--- src/rtl/seg_scan_decoder_if.sv ---
// Readback bus of a scanned 7-segment display: the sampled scan/segment lines
// on one side and the recovered digit state on the other.
interface seg_scan_decoder_if;
    logic [5:0]  scan;
    logic [7:0]  seg;
    logic [23:0] digits;
    logic [5:0]  dvalid;
    logic [5:0]  dp;
    logic        upd;
    logic        err;
    logic        frame;
    logic [7:0]  err_cnt;

    modport master (
        output scan, seg,
        input  digits, dvalid, dp, upd, err, frame, err_cnt
    );

    modport slave (
        input  scan, seg,
        output digits, dvalid, dp, upd, err, frame, err_cnt
    );
endinterface

--- src/rtl/seg_scan_decoder.sv ---
// Recovers the hex digit shown at each scan position of a multiplexed 7-segment
// display, debouncing each {scan,seg} sample and flagging malformed input.
module seg_scan_decoder #(
    parameter int unsigned STABLE   = 1,
    parameter logic [5:0]  DIG_MASK = 6'b001100
) (
    input logic clk100khz,
    input logic rst,
    seg_scan_decoder_if.slave bus
);

    logic [5:0]  s_scan;
    logic [7:0]  s_seg;
    logic [3:0]  h;
    logic        acc_done;
    logic        accept;

    logic [23:0] digits_q;
    logic [5:0]  dvalid_q;
    logic [5:0]  dp_q;
    logic [5:0]  seen;
    logic        upd_q;
    logic        err_q;
    logic        frame_q;
    logic [7:0]  err_cnt_q;

    logic        one_hot;
    logic [2:0]  pos;
    logic [4:0]  pos_base;
    logic        dec_valid;
    logic [3:0]  dec_hex;
    logic [3:0]  cur_hex;
    logic [5:0]  seen_set;

    function automatic logic [4:0] decode(input logic [6:0] p);
        logic [4:0] r;
        case (p)
            7'h3F:   r = {1'b1, 4'h0};
            7'h06:   r = {1'b1, 4'h1};
            7'h5B:   r = {1'b1, 4'h2};
            7'h4F:   r = {1'b1, 4'h3};
            7'h66:   r = {1'b1, 4'h4};
            7'h6D:   r = {1'b1, 4'h5};
            7'h7D:   r = {1'b1, 4'h6};
            7'h07:   r = {1'b1, 4'h7};
            7'h7F:   r = {1'b1, 4'h8};
            7'h6F:   r = {1'b1, 4'h9};
            7'h77:   r = {1'b1, 4'hA};
            7'h7C:   r = {1'b1, 4'hB};
            7'h39:   r = {1'b1, 4'hC};
            7'h5E:   r = {1'b1, 4'hD};
            7'h79:   r = {1'b1, 4'hE};
            7'h71:   r = {1'b1, 4'hF};
            default: r = {1'b0, 4'h0};
        endcase
        return r;
    endfunction

    // One accept per stable window: acc_done blocks repeats once h saturates.
    assign accept = (h == STABLE[3:0]) && !acc_done;

    assign one_hot = (s_scan != 6'd0) && ((s_scan & (s_scan - 6'd1)) == 6'd0);

    // NOTE: every variable gets a default before the loop so no latch is inferred.
    always_comb begin
        pos = 3'd0;
        for (int i = 0; i < 6; i++) begin
            if (s_scan[i]) pos = 3'(i);
        end
    end

    assign pos_base             = {pos, 2'b00};
    assign {dec_valid, dec_hex} = decode(s_seg[6:0]);
    assign cur_hex              = digits_q[pos_base +: 4];
    assign seen_set             = seen | (6'b000001 << pos);

    // NOTE: sequential state uses non-blocking assignments so every register
    // samples the pre-edge values regardless of statement order.
    always_ff @(posedge clk100khz) begin
        if (!rst) begin
            s_scan    <= '0;
            s_seg     <= '0;
            h         <= '0;
            acc_done  <= 1'b0;
            digits_q  <= '0;
            dvalid_q  <= '0;
            dp_q      <= '0;
            seen      <= '0;
            upd_q     <= 1'b0;
            err_q     <= 1'b0;
            frame_q   <= 1'b0;
            err_cnt_q <= '0;
        end else begin
            s_scan <= bus.scan;
            s_seg  <= bus.seg;
            if ({bus.scan, bus.seg} != {s_scan, s_seg}) begin
                h        <= 4'd1;
                acc_done <= 1'b0;
            end else begin
                if (h != 4'd15) h <= h + 4'd1;
                if (accept) acc_done <= 1'b1;
            end

            upd_q   <= 1'b0;
            err_q   <= 1'b0;
            frame_q <= 1'b0;

            if (accept && s_scan != 6'd0) begin
                if (!one_hot) begin
                    err_q <= 1'b1;
                    if (err_cnt_q != 8'hFF) err_cnt_q <= err_cnt_q + 8'd1;
                end else if (dec_valid) begin
                    digits_q[pos_base +: 4] <= dec_hex;
                    dvalid_q[pos]           <= 1'b1;
                    dp_q[pos]               <= s_seg[7];
                    upd_q                   <= !dvalid_q[pos] || (cur_hex != dec_hex);
                    if ((seen_set & DIG_MASK) == DIG_MASK) begin
                        frame_q <= 1'b1;
                        seen    <= '0;
                    end else begin
                        seen    <= seen_set;
                    end
                end else begin
                    err_q         <= 1'b1;
                    dvalid_q[pos] <= 1'b0;
                    upd_q         <= dvalid_q[pos];
                    if (err_cnt_q != 8'hFF) err_cnt_q <= err_cnt_q + 8'd1;
                end
            end
        end
    end

    assign bus.digits  = digits_q;
    assign bus.dvalid  = dvalid_q;
    assign bus.dp      = dp_q;
    assign bus.upd     = upd_q;
    assign bus.err     = err_q;
    assign bus.frame   = frame_q;
    assign bus.err_cnt = err_cnt_q;

endmodule

--- src/flat_wrapper.sv ---
// flat-port wrapper written by rule: the top's interface ports become plain ports
module seg_scan_decoder_flat 
#(
    parameter int unsigned STABLE   = 1,
    parameter logic [5:0]  DIG_MASK = 6'b001100
)
  (clk100khz, rst, bus_scan, bus_seg, bus_digits, bus_dvalid, bus_dp, bus_upd, bus_err, bus_frame, bus_err_cnt);
  seg_scan_decoder_if bus_i ();
  input logic clk100khz;
  input logic rst;
  input wire logic [$bits(bus_i.scan)-1:0] bus_scan;
  input wire logic [$bits(bus_i.seg)-1:0] bus_seg;
  output wire logic [$bits(bus_i.digits)-1:0] bus_digits;
  output wire logic [$bits(bus_i.dvalid)-1:0] bus_dvalid;
  output wire logic [$bits(bus_i.dp)-1:0] bus_dp;
  output wire logic [$bits(bus_i.upd)-1:0] bus_upd;
  output wire logic [$bits(bus_i.err)-1:0] bus_err;
  output wire logic [$bits(bus_i.frame)-1:0] bus_frame;
  output wire logic [$bits(bus_i.err_cnt)-1:0] bus_err_cnt;
  assign bus_i.scan = bus_scan;
  assign bus_i.seg = bus_seg;
  assign bus_digits = bus_i.digits;
  assign bus_dvalid = bus_i.dvalid;
  assign bus_dp = bus_i.dp;
  assign bus_upd = bus_i.upd;
  assign bus_err = bus_i.err;
  assign bus_frame = bus_i.frame;
  assign bus_err_cnt = bus_i.err_cnt;
  seg_scan_decoder #(.STABLE(STABLE), .DIG_MASK(DIG_MASK)) u_core (.clk100khz(clk100khz), .rst(rst), .bus(bus_i));
endmodule
--- config.mk ---
export PLATFORM = sky130hd
export DESIGN_NAME = seg_scan_decoder_flat
export DESIGN_NICKNAME = d
export VERILOG_FILES = /design/src/rtl/seg_scan_decoder_if.sv /design/src/rtl/seg_scan_decoder.sv /design/src/flat_wrapper.sv
export SDC_FILE = /design/constraint.sdc
export NUM_CORES = 1
export LEC_CHECK = 0
export CORE_MARGIN = 2
export CORE_UTILIZATION = 35
export DETAILED_ROUTE_END_ITERATION = 12
export HOLD_SLACK_MARGIN = 0.12
export PLACE_DENSITY = 0.6
export SLEW_MARGIN = 20
export SYNTH_ARGS = -nofsm -noshare
export SYNTH_HDL_FRONTEND = slang
export SYNTH_SLANG_ARGS = --single-unit
--- constraint.sdc ---
create_clock -name clk100khz -period 5.8 [get_ports clk100khz]
set_input_delay 0.87 -clock clk100khz [delete_from_list [all_inputs] [get_ports clk100khz]]
set_output_delay 0.87 -clock clk100khz [all_outputs]
set_load 0.1 [all_outputs]
==> key figures <==
Placed design
  – DP Area: 4460 sq um
  – Hpwl dp: 7820 um
  – Input/output buffers: 62
  – GP Congestion: 0.907
  – Worst slack at placement: roughly 2.6 ns

Logic synthesis
  – Mapped Cells: 462
  – Most common cell in the netlist: dfxtp_1
  – Share of the synthesized area in the top cell type: 36.0%
  – Yosys top cell by area: dfxtp_1
  – Post-synth top flop: dfxtp_1
  – Synth Area per Inst: 8.18 sq um
  – Part of the Yosys area used for sequential elements: around 36%
  – Mapped Nets: 486
  – Mapped Area: 3780 sq um
  – Warnings from Yosys: 0
  – Synthesized flop and latch total: between 60 and 70
  – Cell variety after synth: 56
  – Top post-synthesis cells by area: dfxtp_1 (36%), mux2i_1 (6.9%), nand2_1 (6.6%), a21oi_1 (4.4%), xnor2_1 (3.0%)
  – Ys async rst share: 0%
  – Most frequent cells after synthesis: dfxtp_1 (68), nand2_1 (66), a21oi_1 (33)
  – Number of flops mapped to enable cells by yosys: 0

Finish
  – # fillers: 1043
  – Total Nets Final: 530
  – Area of the multi-input gates: 2260 sq um
  – Layout area overhead: 23.4%
  – N_diodes: 0
  – Share of cells above drive strength 1: about 5.3%
  – Post-route cell area: 4660 sq um
  – FF+latch area: 1360 sq um

Run
  – Max Cap Viol: 0

Clock tree
  – TritonCTS buffer count: 9
  – Sink Count: 68
  – PostCTS Resize Cnt: 0
  – Clock Latency Late Sink: 0.35 ns
  – Setup bufs post-CTS: 0
  – # hold bufs at CTS: 0
  – Root Buffer: clkbuf_8
  – Worst-path clk slew: roughly 0.080 ns
  – CTS tree: built
  – Clock Path Buffers: 2
  – H-Tree Depth: 3

Route
  – Total number of vias: 3545
  – Drc violations: 0
  – 1st-iter DRT viols: 410
  – ANT nets after route: 0
  – Routed vias/inst: 5.49
  – WL/cell: 17.1 um
  – WL final: 11000 um
  – Drt pass-1 iters: 7

Setup path
  – WP data required: ~6 ns
  – CP arrival: 3.53 ns
  – Startpoint types: flop
  – Crit. End Element: flop
  – Crit Path Max Fanout: 16
  – Setup CP Type: reg -> reg

Global route
  – Initial antenna violation count: 0
  – M3 GR Usage: 5.15%
  – Vias in the first global route: around 3500
  – Grt peak-use layer: met2
  – Global routing usage on met1: 27.7%
  – Met2 GRT Util: 29.8%
  – Total GRT Usage: between 10% and 20%
  – Total gr overflow: 0
  – Pin count of the biggest net entering global routing: 52
  – First-pass GRT wire length: roughly 18000 um

Pwr
  – PD cells: 222 nW/um^2
  – Design Power: 1040 uW
  – Leakage power total: 0.00161 uW
  – Worst VDD drop: 105 uV

Timing
  – Fin worst setup slack: 2.49 ns
  – WHS: 0.472 ns
  – Worst clock skew: 0.0100 ns
  – Max Freq: 302 MHz
  – Actual slew at the worst max-slew pin: 0.981 ns
  – RSZ-0062 raised after global routing: false
  – Relative slew slack: 34.4%
  – Final setup viols: 0
  – Post-route minimum period: 3.31 ns
  – Max Transition Viols Final: 0
  – Final Hold Viols: 0
  – Final Cycle Share: a little under three fifths
  – Sum of negative setup slack: 0 ns

Floorplanning
  – Die area: 11600 sq um
  – Die height: around 110 um
  – Die W: 108 um
  – IO Count: 63
  – # rows: 37
  – Core Region: 10400 sq um
  – Initial Utilization: 36.3%

Hold path
  – Type of the most critical hold path: reg -> reg

Run status
  – Status: completed
routing by layer:
metal / vias up / share of wire [%]
li1: 1744 / -
met1: 1663 / 48
met2: 125 / 44
met3: 13 / 6.9
met4: 0 / 1.0
met5: - / 0
placed cells by master, fill, tap and decap left out, types with 3 or more instances in the layout:
master           instances
nand3_1                 18
nand2b_1                 5
or3b_2                   3
nand4_1                 10
a31oi_1                  3
inv_1                   13
or3_1                    8
o31ai_1                  8
mux2i_1                 26
and3_1                   5
nor4b_1                  5
a21oi_1                 33
clkdlybuf4s50_1         62
a211oi_1                 3
nor3b_1                  5
nor2_1                  22
xor2_1                   8
nand2_1                 66
or4_1                    9
and2_1                  14
nor2b_1                  7
nor4_1                   5
o21ai_0                 13
o211ai_1                 4
ha_1                     8
o31a_1                   3
a221oi_1                 4
xnor2_1                 13
clkbuf_8                10
nand3b_1                 5
nor3_1                  10
dfxtp_1                 68
cells by family after synthesis:
group | synth area share (%)
DFF | 36.0
muxes | 7.19
AOI/OAI and AO/OA | 15.6
adders and majority gates | 2.95
xor gates and xnor gates | 4.87
buffers and inverters | 4.47
and+or+nand+nor | 28.9
state kept, by name, indices dropped and copies added, names as in the netlist, named ones only:
signal              flops
u_core.bus.digits      24
u_core.bus.err_cnt      8
u_core.s_seg            8
u_core.bus.dp           6
u_core.s_scan           6
u_core.h                4
u_core.seen             2
u_core.acc_done         1
u_core.bus.err          1
u_core.bus.frame        1
u_core.bus.upd          1
stage by stage:
step           utilization, %  cells
2_1_floorplan               -    462
4_1_cts                  44.7    646
5_1_grt                  44.8    646
3_3_place_gp             42.9    631
3_5_place_dp             42.9    631
6_report                 44.8    646
final timing paths:
kind                    startpoint                    to  cells past startpoint  slack [ns]
hold reg to reg   u_core.bus.dp[4]      u_core.bus.dp[4]                      2        0.47
hold / removal    u_core.bus.dp[4]      u_core.bus.dp[4]                      2        0.47
setup reg to reg       u_core.h[0]  u_core.bus.digits[9]                      7        2.49
setup / recovery       u_core.h[0]  u_core.bus.digits[9]                      7        2.49
power by group:
group          switching (uW)  internal [uW]  total [uW]
logic                    93.5           55.4         149
registers                25.2            476         501
clock network             178            207         386
total                     297            738        1040
layout make-up:
| type | instances | share of cell area [%] |
|---|---|---|
| Clock buffer | 11 | 3.03 |
| Clock inverter | 4 | 1.07 |
| Timing Repair Buffer | 64 | 13.6 |
| Inverter | 13 | 1.05 |
| Tap cell | 136 | 3.65 |
| Sequential cell | 68 | 29.2 |
| Multi-Input combinational cell | 350 | 48.4 |
worst max-delay path: stages, from the launching register on:
cell and delay (ns):
dfxtp_1 0.42, ha_1 0.17, nor4b_1 0.63, o41ai_2 0.30, a211oi_4 0.45, o31a_1 0.60
nand4_1 0.42, mux2i_1 0.21
Power figures use the tool's default switching activity.
